===== config.mk =====
export PLATFORM = sky130hd
export DESIGN_NAME = exe_muldiv_unit
export DESIGN_NICKNAME = d
export VERILOG_FILES = /design/src/rtl/exe_muldiv_unit.sv
export SDC_FILE = /design/constraint.sdc
export NUM_CORES = 1
export LEC_CHECK = 0
export BUFFER_PORTS_ARGS = -buffer_cell sky130_fd_sc_hd__buf_4
export CAP_MARGIN = 30
export CORE_ASPECT_RATIO = 2
export CORE_MARGIN = 2
export CORE_UTILIZATION = 62
export DETAILED_ROUTE_END_ITERATION = 10
export GPL_TIMING_DRIVEN = 0
export PLACE_DENSITY = 0.82
export RECOVER_POWER = 50
export SYNTH_ARGS = -nofsm -noshare
export SYNTH_HDL_FRONTEND = slang
export SYNTH_SLANG_ARGS = --single-unit

===== constraint.sdc =====
create_clock -name clock -period 4.1 [get_ports clock]
set_input_delay 0.615 -clock clock [delete_from_list [all_inputs] [get_ports clock]]
set_output_delay 0.615 -clock clock [all_outputs]
set_load 0.02 [all_outputs]

===== src/rtl/exe_muldiv_unit.sv =====
// exe_muldiv_unit: iterative multiply/divide unit for the EXE stage.
// Owns the HI/LO registers. Ops: MULT, MULTU, DIV, DIVU, MTHI, MTLO.
// Multiply is radix-2 shift-add. Divide is radix-2 restoring.
// Each takes 33 cycles of busy.
// Optional build macro MULDIV_FAST_MUL_EN: MULT/MULTU use a single-cycle
// multiplier and skip the iteration phase. DIV/DIVU are unaffected.
//
// state  | meaning
// IDLE   | waiting for start; MTHI/MTLO are accepted here
// BUSY   | one shift-add / shift-subtract iteration per edge
// DONE   | sign fix-up, HI/LO write, done pulse
module exe_muldiv_unit #(
   parameter int WIDTH = 32,
   parameter int CNT_W = 6
) (
   input  logic             clock,
   input  logic             reset_n,
   input  logic             start,
   input  logic [2:0]       op,
   input  logic [WIDTH-1:0] readData1,
   input  logic [WIDTH-1:0] readData2,
   output logic             busy,
   output logic             done,
   output logic [WIDTH-1:0] hi,
   output logic [WIDTH-1:0] lo
);

   typedef enum logic [1:0] {S_IDLE, S_BUSY, S_DONE} state_t;

   state_t             state, state_nxt;
   logic [CNT_W-1:0]   cnt;
   logic [2*WIDTH-1:0] acc;
   logic [WIDTH-1:0]   mag_a, mag_b, a_raw;
   logic               is_div, neg_q, neg_r, div0, ovf;

   logic               accept, mt_hi, mt_lo, fast_mul;
   logic               sign_a, sign_b;
   logic [WIDTH-1:0]   abs_a, abs_b;

   logic [WIDTH:0]     mul_sum;
   logic [2*WIDTH-1:0] mul_step, div_step;
   logic [WIDTH:0]     div_shift;
   logic               div_ge;
   logic [WIDTH-1:0]   div_diff, rem_nxt;
   logic [2*WIDTH-1:0] prod_fix;
   logic [WIDTH-1:0]   quo_fix, rem_fix;

   // Request decode; anything arriving outside IDLE is dropped.
   // Sign flags are forced to 0 for the unsigned ops.
   always_comb begin
      accept = start && (state == S_IDLE) && !op[2];
      mt_hi  = start && (state == S_IDLE) && (op == 3'd4);
      mt_lo  = start && (state == S_IDLE) && (op == 3'd5);
      sign_a = !op[0] && readData1[WIDTH-1];
      sign_b = !op[0] && readData2[WIDTH-1];
      abs_a  = sign_a ? (~readData1 + 1'b1) : readData1;
      abs_b  = sign_b ? (~readData2 + 1'b1) : readData2;
   end

`ifdef MULDIV_FAST_MUL_EN
   logic [2*WIDTH-1:0] fast_prod;
   assign fast_mul  = accept && !op[1];
   assign fast_prod = {{WIDTH{1'b0}}, abs_a} * {{WIDTH{1'b0}}, abs_b};
`else
   assign fast_mul  = 1'b0;
`endif

   // State register.
   always_ff @(posedge clock or negedge reset_n) begin
      if (!reset_n) state <= S_IDLE;
      else          state <= state_nxt;
   end

   // Next-state logic.
   // Exit BUSY on the 32nd iteration, when the counter still reads WIDTH-1.
   always_comb begin
      state_nxt = state;
      case (state)
         S_IDLE:  if (accept) state_nxt = fast_mul ? S_DONE : S_BUSY;
         S_BUSY:  if (cnt == CNT_W'(WIDTH-1)) state_nxt = S_DONE;
         S_DONE:  state_nxt = S_IDLE;
         default: state_nxt = S_IDLE;
      endcase
   end

   // Output decode: busy is purely a function of state.
   always_comb begin
      busy = (state != S_IDLE);
   end

   // One radix-2 step of each algorithm.
   // acc = {partial product, multiplier} or {remainder, dividend/quotient}.
   always_comb begin
      mul_sum   = {1'b0, acc[2*WIDTH-1:WIDTH]} + (acc[0] ? {1'b0, mag_a} : {(WIDTH+1){1'b0}});
      mul_step  = {mul_sum, acc[WIDTH-1:1]};
      div_shift = {acc[2*WIDTH-1:WIDTH], acc[WIDTH-1]};
      div_ge    = (div_shift >= {1'b0, mag_b});
      div_diff  = div_shift[WIDTH-1:0] - mag_b;
      rem_nxt   = div_ge ? div_diff : div_shift[WIDTH-1:0];
      div_step  = {rem_nxt, acc[WIDTH-2:0], div_ge};
   end

   // Sign fix-up applied on the DONE edge.
   always_comb begin
      prod_fix = neg_q ? (~acc + 1'b1) : acc;
      quo_fix  = neg_q ? (~acc[WIDTH-1:0] + 1'b1) : acc[WIDTH-1:0];
      rem_fix  = neg_r ? (~acc[2*WIDTH-1:WIDTH] + 1'b1) : acc[2*WIDTH-1:WIDTH];
   end

   // Operand latch on accept and iteration datapath while BUSY.
   always_ff @(posedge clock or negedge reset_n) begin
      if (!reset_n) begin
         cnt    <= '0;
         acc    <= '0;
         mag_a  <= '0;
         mag_b  <= '0;
         a_raw  <= '0;
         is_div <= 1'b0;
         neg_q  <= 1'b0;
         neg_r  <= 1'b0;
         div0   <= 1'b0;
         ovf    <= 1'b0;
      end else if (accept) begin
         cnt    <= '0;
         mag_a  <= abs_a;
         mag_b  <= abs_b;
         a_raw  <= readData1;
         is_div <= op[1];
         neg_q  <= sign_a ^ sign_b;
         neg_r  <= sign_a;
         div0   <= op[1] && (readData2 == '0);
         ovf    <= (op == 3'd2) && (readData1 == {1'b1, {(WIDTH-1){1'b0}}})
                   && (readData2 == '1);
`ifdef MULDIV_FAST_MUL_EN
         if (fast_mul)   acc <= fast_prod;
         else if (op[1]) acc <= {{WIDTH{1'b0}}, abs_a};
         else            acc <= {{WIDTH{1'b0}}, abs_b};
`else
         if (op[1]) acc <= {{WIDTH{1'b0}}, abs_a};
         else       acc <= {{WIDTH{1'b0}}, abs_b};
`endif
      end else if (state == S_BUSY) begin
         cnt <= cnt + 1'b1;
         acc <= is_div ? div_step : mul_step;
      end
   end

   // HI/LO: written on the DONE edge or by MTHI/MTLO in IDLE, held otherwise.
   always_ff @(posedge clock or negedge reset_n) begin
      if (!reset_n) begin
         hi <= '0;
         lo <= '0;
      end else if (state == S_DONE) begin
         if (!is_div) begin
            {hi, lo} <= prod_fix;
         end else if (div0) begin
            hi <= a_raw;
            lo <= '1;
         end else if (ovf) begin
            hi <= '0;
            lo <= {1'b1, {(WIDTH-1){1'b0}}};
         end else begin
            hi <= rem_fix;
            lo <= quo_fix;
         end
      end else begin
         if (mt_hi) hi <= readData1;
         if (mt_lo) lo <= readData1;
      end
   end

   // done: one-cycle pulse following the HI/LO write.
   always_ff @(posedge clock or negedge reset_n) begin
      if (!reset_n) done <= 1'b0;
      else          done <= (state == S_DONE);
   end

endmodule


==> impl_metrics.toml, run 1 <==
[outcome]
status = "complete, but fails checks"
violations = "capacitance limit, slew limit"

[floorplanning]
fp.coreArea_sq_mm = 0.02929
chipWidth_microns = 125.5
chipHeight_microns = 247
initial_core_util = 0.6250
row_count = 89
dieArea_sq_mm = 0.03100
ios = 136

[final_layout]
final_area_sq_mm = 0.02047
nNetsFinal = 2637
drive_gt1_frac = 0.07404
syn2layout_area_growth_pct = 11.85

[global_route]
met2_usage = 0.7572
track_usage = 0.4746
grt_pass1_vias = 18680
grtUsageMet1 = 0.5434
grt_overflow = 0
grt_start_max_net_pins = 89
grt_busiest_layer = "met2"
antenna_found_initial = 0
grt_pass1_wl_microns = 110900
use_met3 = 0.08957

[clock_tree]
cts_buffer_depth = 3
htree_num_levels = 1
cts_buffers = 23
clk_latency_ns = 0.56
cts_resized = 3
cts_tree = "done"
postCtsHoldBufs = 0
postCtsSetupBuffers = 0
cts_root_buffer = "clkbuf_16"
clk_pin_slew_ns = 0.08
clkSinkCount = 237

[synthesis]
yosysTopAreaCell = "dfrtp_1"
synth_cell_types = 76
avgSynthCellArea_sq_um = 7.823
synth-async-reset-ratio = 1.000
synth-main-ff-cell = "dfrtp_1"
postSynthCellCount = 2340
yosys_warnings = 0
ys_ff_latch = 237
synth.top_cell.area_share = 0.3240
syn-cell-area_sq_mm = 0.01831
ys_seq_area_frac = 0.3240
synthTopCellsByCount = "nand2_1, o21ai_0, dfrtp_1, a21oi_1, clkbuf_1"
synth_area_leaders = "dfrtp_1, nand2_1, o21ai_0"
syn-num-nets = 2482
synth_most_common_cell = "nand2_1"
synth_edf_count = 0

[worst_setup_path]
end_kind = "register"
critPathKind = "register to register"
worst_ep_required_time_ns = 4.53
crit_family = "simple AND/OR/NAND/NOR gates"
worstPathArrival_ns = 4.45
critPathMaxStageDelay_ns = 0.62
crit_fanout = 10
crit_path_start_kind = "register"
cp_cell_sequence = "inv_1 > ha_1 > or3b_2 > or4_1 > or4_1 > or2_1 > o41ai_1 > xor2_1 > o221ai_1 > nand2_1 > o21ai_1"
critPathBufInv = 1
critical-path-slowest-cell = "or4_1"
timing.critical_path.mode_cell = "or4_1"

[sta]
timing.final.hold_violations = 0
slew_viol_final = 67
finClkSkew_ns = 0.02816
post-route-min-period_ns = 4.025
holdWs_ns = 0.3263
worstMarginPinSlew_ns = 3.249
rsz0062_at_grt = "true"
fmax_mhz = 248.5
fin_crit_sh = 0.9816
slew_headroom = -1.166
setup_violations = 0

[detailed_routing]
ant_nets = 0
wl_microns = 75160
drtPass1Iterations = 8
first_iter_violations = 2230
drc = 0
wl_per_cell_microns = 26.12
vias = 19540
vias_per_cell = 6.790

[power_and_ir_drop]
clock_power_share = 0.117
power_density_mw_per_mm2 = 957.0
comb_power_share = 0.649
vdd_ir_drop_max_mv = 0.5930
p_int_mw = 9.551
total_power_mw = 19.59
seqPwrFrac = 0.234
power.net_switching_mw = 10.04
p_leak_nw = 8.763
switching_share = 0.5125

[placement]
placed_area_sq_mm = 0.01979
port-buffer-count = 127
place_hpwl_microns = 57960
gp_congestion = 1.116

[min_path]
hold_class = "primary input to register"

[run]
maxCapViolCount = 1
state kept, by name, indices dropped and copies added, names as in the netlist, 2 cells and up:
register	count
hi	32
cnt	6
acc	64
state	2
lo	32
mag_b	32
mag_a	32
a_raw	31
metrics by stage:
step                        util  std cells  worst slack, ns  TNS (ns)
after CTS                 0.7024       2876         0.003856         0
after detailed placement  0.6756       2835          -0.3264    -2.229
final                     0.6991       2877          0.07548         0
after floorplan                -       2340           0.4109         0
after global placement    0.6731       2831          -0.6574    -3.131
after global routing      0.6990       2876          -0.1350    -1.072
metal layers:
layer / vias up / routed length, microns
met4: 0 / 8246
met1: 9161 / 24910
met2: 1345 / 34330
met5: - / 0
li1: 8622 / -
met3: 407 / 7670
power groups by stage:
| stage | Clock (mW) | Sequential [mW] | Combinational (mW) |
|---|---|---|---|
| after floorplan | 0 | 4.43 | 8.47 |
| after global placement | 0 | 4.50 | 12.0 |
| after detailed placement | 0 | 4.52 | 12.3 |
| after CTS | 2.27 | 4.51 | 12.3 |
| after global routing | 2.36 | 4.65 | 13.7 |
| final | 2.30 | 4.59 | 12.7 |
cell usage in the layout, fill, tap and decap left out, types with 6 or more instances in the layout:
master,n
dfrtp_1,235
o41ai_1,14
and3_1,8
a22oi_1,12
or3_1,27
nor2b_1,12
a211oi_1,16
nand4_1,21
o21a_1,7
and2_1,42
o211ai_1,42
xor2_1,75
a21oi_1,222
or4_1,25
xnor2_1,126
mux2i_1,61
mux2_2,13
o221ai_1,15
a221oi_1,11
a211o_1,6
inv_1,68
buf_1,15
buf_4,95
o31ai_1,26
nor4_1,13
clkbuf_1,192
a21o_1,32
nor3_1,33
o22ai_1,13
nand2_1,364
a31oi_1,15
o21ai_0,247
nand3_1,24
ha_1,70
or2_2,10
clkbuf_2,6
clkbuf_16,23
nor2_1,153
nand2b_1,16
tightest hold or removal path, cell delays in order:
cell	delay, ns
buf_4	0.14
nand2_1	0.06
nand2_1	0.05
kinds of logic after synthesis:
logic type | share of synthesized area
AND/OR/NAND/NOR | 0.1932
buffers and inverters | 0.05140
multiplexers | 0.04135
XOR/XNOR | 0.09617
flip-flops | 0.3240
AO/OA/AOI/OAI | 0.2439
adder cells (fa/ha/maj) | 0.05003
worst paths after layout:
kind                                            from              endpoint  slack (ns)  cells after the start
worst max-delay path             acc[32]$_DFFE_PN0P_    hi[30]$_DFFE_PN0P_        0.08                     11
worst min-delay path                    readData1[8]  a_raw[8]$_DFFE_PN0P_        0.33                      3
worst max register to register   acc[32]$_DFFE_PN0P_    hi[30]$_DFFE_PN0P_        0.08                     11
worst min register to register  mag_a[3]$_DFFE_PN0P_  mag_a[3]$_DFFE_PN0P_        0.48                      2
max in group asynchronous                    reset_n     lo[0]$_DFFE_PN0P_        0.58                      3
min in group asynchronous                    reset_n   acc[49]$_DFFE_PN0P_        1.35                      1
layout make-up:
| type | instances | area, sq um |
|---|---|---|
| multi-input cells | 1856 | 11470 |
| fillers | 2578 | 8813 |
| flip-flops and latches | 237 | 5933 |
| repair buffers | 131 | 887.1 |
| plain buffers | 177 | 685.7 |
| clock buffers | 34 | 656.9 |
| well taps | 364 | 455.4 |
| inverters | 69 | 259.0 |
| clock inverters | 8 | 122.6 |
| diodes | 1 | 2.502 |
Power figures use the tool's default switching activity.
==> inputs of run 2 (changes only) <==
- clock period: 4.1 -> 4.2 ns (I/O delays scaled with it)
==> run 2 against run 1 <==
Compared with the run above: the flow still finishes with violations (capacitance limit, slew limit); count of clock-buffer cells in the layout did not move; largest power group unchanged; critical path depth did not move; final cell count barely moved; sequential power fell by 3%; cell area barely moved; critical endpoint unchanged; first-iteration DRC count fell by 1.5%; utilization barely moved.
==> impl_metrics.toml, run 2 (synthesis results as in run 1) <==
[min_path]
min_delay_path_depth = 3
hold_class = "primary input to register"

[placement]
place_hpwl_microns = 57960
placed_area_sq_mm = 0.01979
post-place-ws_ns = -0.2264
gp_congestion = 1.116
dp.cells = 2835
port-buffer-count = 127

[floorplanning]
chipHeight_microns = 247
dieArea_sq_mm = 0.03100
initial_core_util = 0.6250
fp.coreArea_sq_mm = 0.02929
row_count = 89
ios = 136
chipWidth_microns = 125.5

[clock_tree]
cts_root_buffer = "clkbuf_16"
cts_buffer_depth = 3
cts_tree = "done"
clkSinkCount = 237
postCtsSetupBuffers = 0
clk_pin_slew_ns = 0.07
postCtsHoldBufs = 0
htree_num_levels = 1
cts_buffers = 23
clk_latency_ns = 0.56

[run]
maxCapViolCount = 1

[worst_setup_path]
critPathKind = "register to register"
worstPathArrival_ns = 4.58
reg2reg_to = "hi[30]$_DFFE_PN0P_"
r2r_setup_slack_ns = 0.05
cp-endpoint = "hi[30]$_DFFE_PN0P_"
crit_fanout = 7
regToRegStartpoint = "acc[33]$_DFFE_PN0P_"
crit_path_start_kind = "register"
end_kind = "register"
reg2reg_depth = 11
worst_ep_required_time_ns = 4.63
startpoint = "acc[33]$_DFFE_PN0P_"

[global_route]
grt_pass1_vias = 18680
grt_start_max_net_pins = 89
track_usage = 0.4746
antenna_found_initial = 0
grt_overflow = 0
grt_pass1_wl_microns = 110900

[detailed_routing]
wl_per_cell_microns = 26.15
drtPass1Iterations = 8
drc = 0
vias = 19520
wl_microns = 75200
vias_per_cell = 6.788
first_iter_violations = 2197
ant_nets = 0

[sta]
timing.final.hold_violations = 0
setup_violations = 0
setup_ws_ns = 0.04570
holdWs_ns = 0.3394
fmax_mhz = 240.7
slew_viol_final = 67
fin_crit_sh = 0.9891
finClkSkew_ns = 0.03057
slew_headroom = -1.172
post-route-min-period_ns = 4.154
worstMarginPinSlew_ns = 3.258

[final_layout]
instances_no_fill = 2876
layout_commonest_cell = "nand2_1"
final_area_sq_mm = 0.02047
largest_register = "acc"
post-route-util = 0.6989
layout_common_cells = "nand2_1, o21ai_0, dfrtp_1, a21oi_1, clkbuf_1"
drive_gt1_frac = 0.07205
diodes = 0
syn2layout_area_growth_pct = 11.82
nNetsFinal = 2637
largest_register_ffs = 64
n_fill_cell = 2577

[power_and_ir_drop]
power_density_mw_per_mm2 = 933.2
p_leak_nw = 8.766
vdd_ir_drop_max_mv = 0.5711

[outcome]
violations = "capacitance limit, slew limit"
status = "complete, but fails checks"
## run 2: cell count changes in the layout (fill, tap and decap cells not counted)
| cell | previous run | this run |
|---|---|---|
| dfrtp_1 | 235 | 236 |
| dfrtp_2 | 2 | 1 |
| a311oi_2 | 1 | 0 |
| a311oi_1 | 3 | 4 |
| nor4_1 | 13 | 14 |
| nor4_2 | 1 | 0 |
| diode_2 | 1 | 0 |
| buf_16 | 1 | 2 |
| clkbuf_1 | 192 | 193 |
| buf_8 | 1 | 0 |
| inv_1 | 68 | 69 |
| clkbuf_2 | 6 | 5 |
| inv_2 | 1 | 0 |
## run 2: report_power, final
part           internal [mW]  leakage (nW)  switching (mW)  total [mW]
clock network           1.27         0.384           0.965        2.24
registers               3.37          2.89            1.11        4.47
logic                   4.68          5.49            7.71        12.4
## run 2: layout make-up
class	instances	area [sq um]	area share
clock inverters	8	122.6	0.005991
multi-input cells	1856	11460	0.5598
inverters	69	259.0	0.01265
repair buffers	131	899.6	0.04395
plain buffers	177	684.4	0.03344
well taps	364	455.4	0.02225
flip-flops and latches	237	5932	0.2898
clock buffers	34	656.9	0.03209
## run 2: timing repair
action,CTS,global route
cloned,0,0
endpoints found under the setup margin,15,17
resized for setup,2,14
## run 2: metal layers
layer / routed length, microns / GRT usage / vias up
met5: 0 / 0 / -
met4: 8024 / 0.4098 / 0
met3: 7666 / 0.08957 / 372
met2: 34370 / 0.7572 / 1355
met1: 25140 / 0.5434 / 9171
li1: - / - / 8624
## run 2: stage by stage
step / power [mW] / TNS (ns)
3_5_place_dp: 16.38 / -0.5642
4_1_cts: 18.67 / 0
6_report: 19.10 / 0
5_1_grt: 20.21 / -0.02901
2_1_floorplan: 12.58 / 0
3_3_place_gp: 16.11 / -1.831
## run 2: how the worst min path moves through the flow
stage                          from                    end  slack (ns)
2_1_floorplan               reset_n  a_raw[10]$_DFFE_PN0P_        0.33
3_3_place_gp   mag_a[3]$_DFFE_PN0P_   mag_a[3]$_DFFE_PN0P_        0.46
3_5_place_dp   a_raw[8]$_DFFE_PN0P_   a_raw[8]$_DFFE_PN0P_        0.46
4_1_cts                     reset_n    acc[49]$_DFFE_PN0P_        0.06
5_1_grt                readData1[8]   a_raw[8]$_DFFE_PN0P_        0.33
6_report               readData1[8]   a_raw[8]$_DFFE_PN0P_        0.34
## run 2: critical path, cell delays in order (launching register included)
cell and delay, ns:
dfrtp_1 0.52, inv_1 0.28, ha_1 0.23, or3b_2 0.48, or4_1 0.52, or4_1 0.62, or2_1 0.30, o41ai_1 0.42
xor2_1 0.25, o221ai_1 0.21, nand2_1 0.13, o21ai_1 0.07
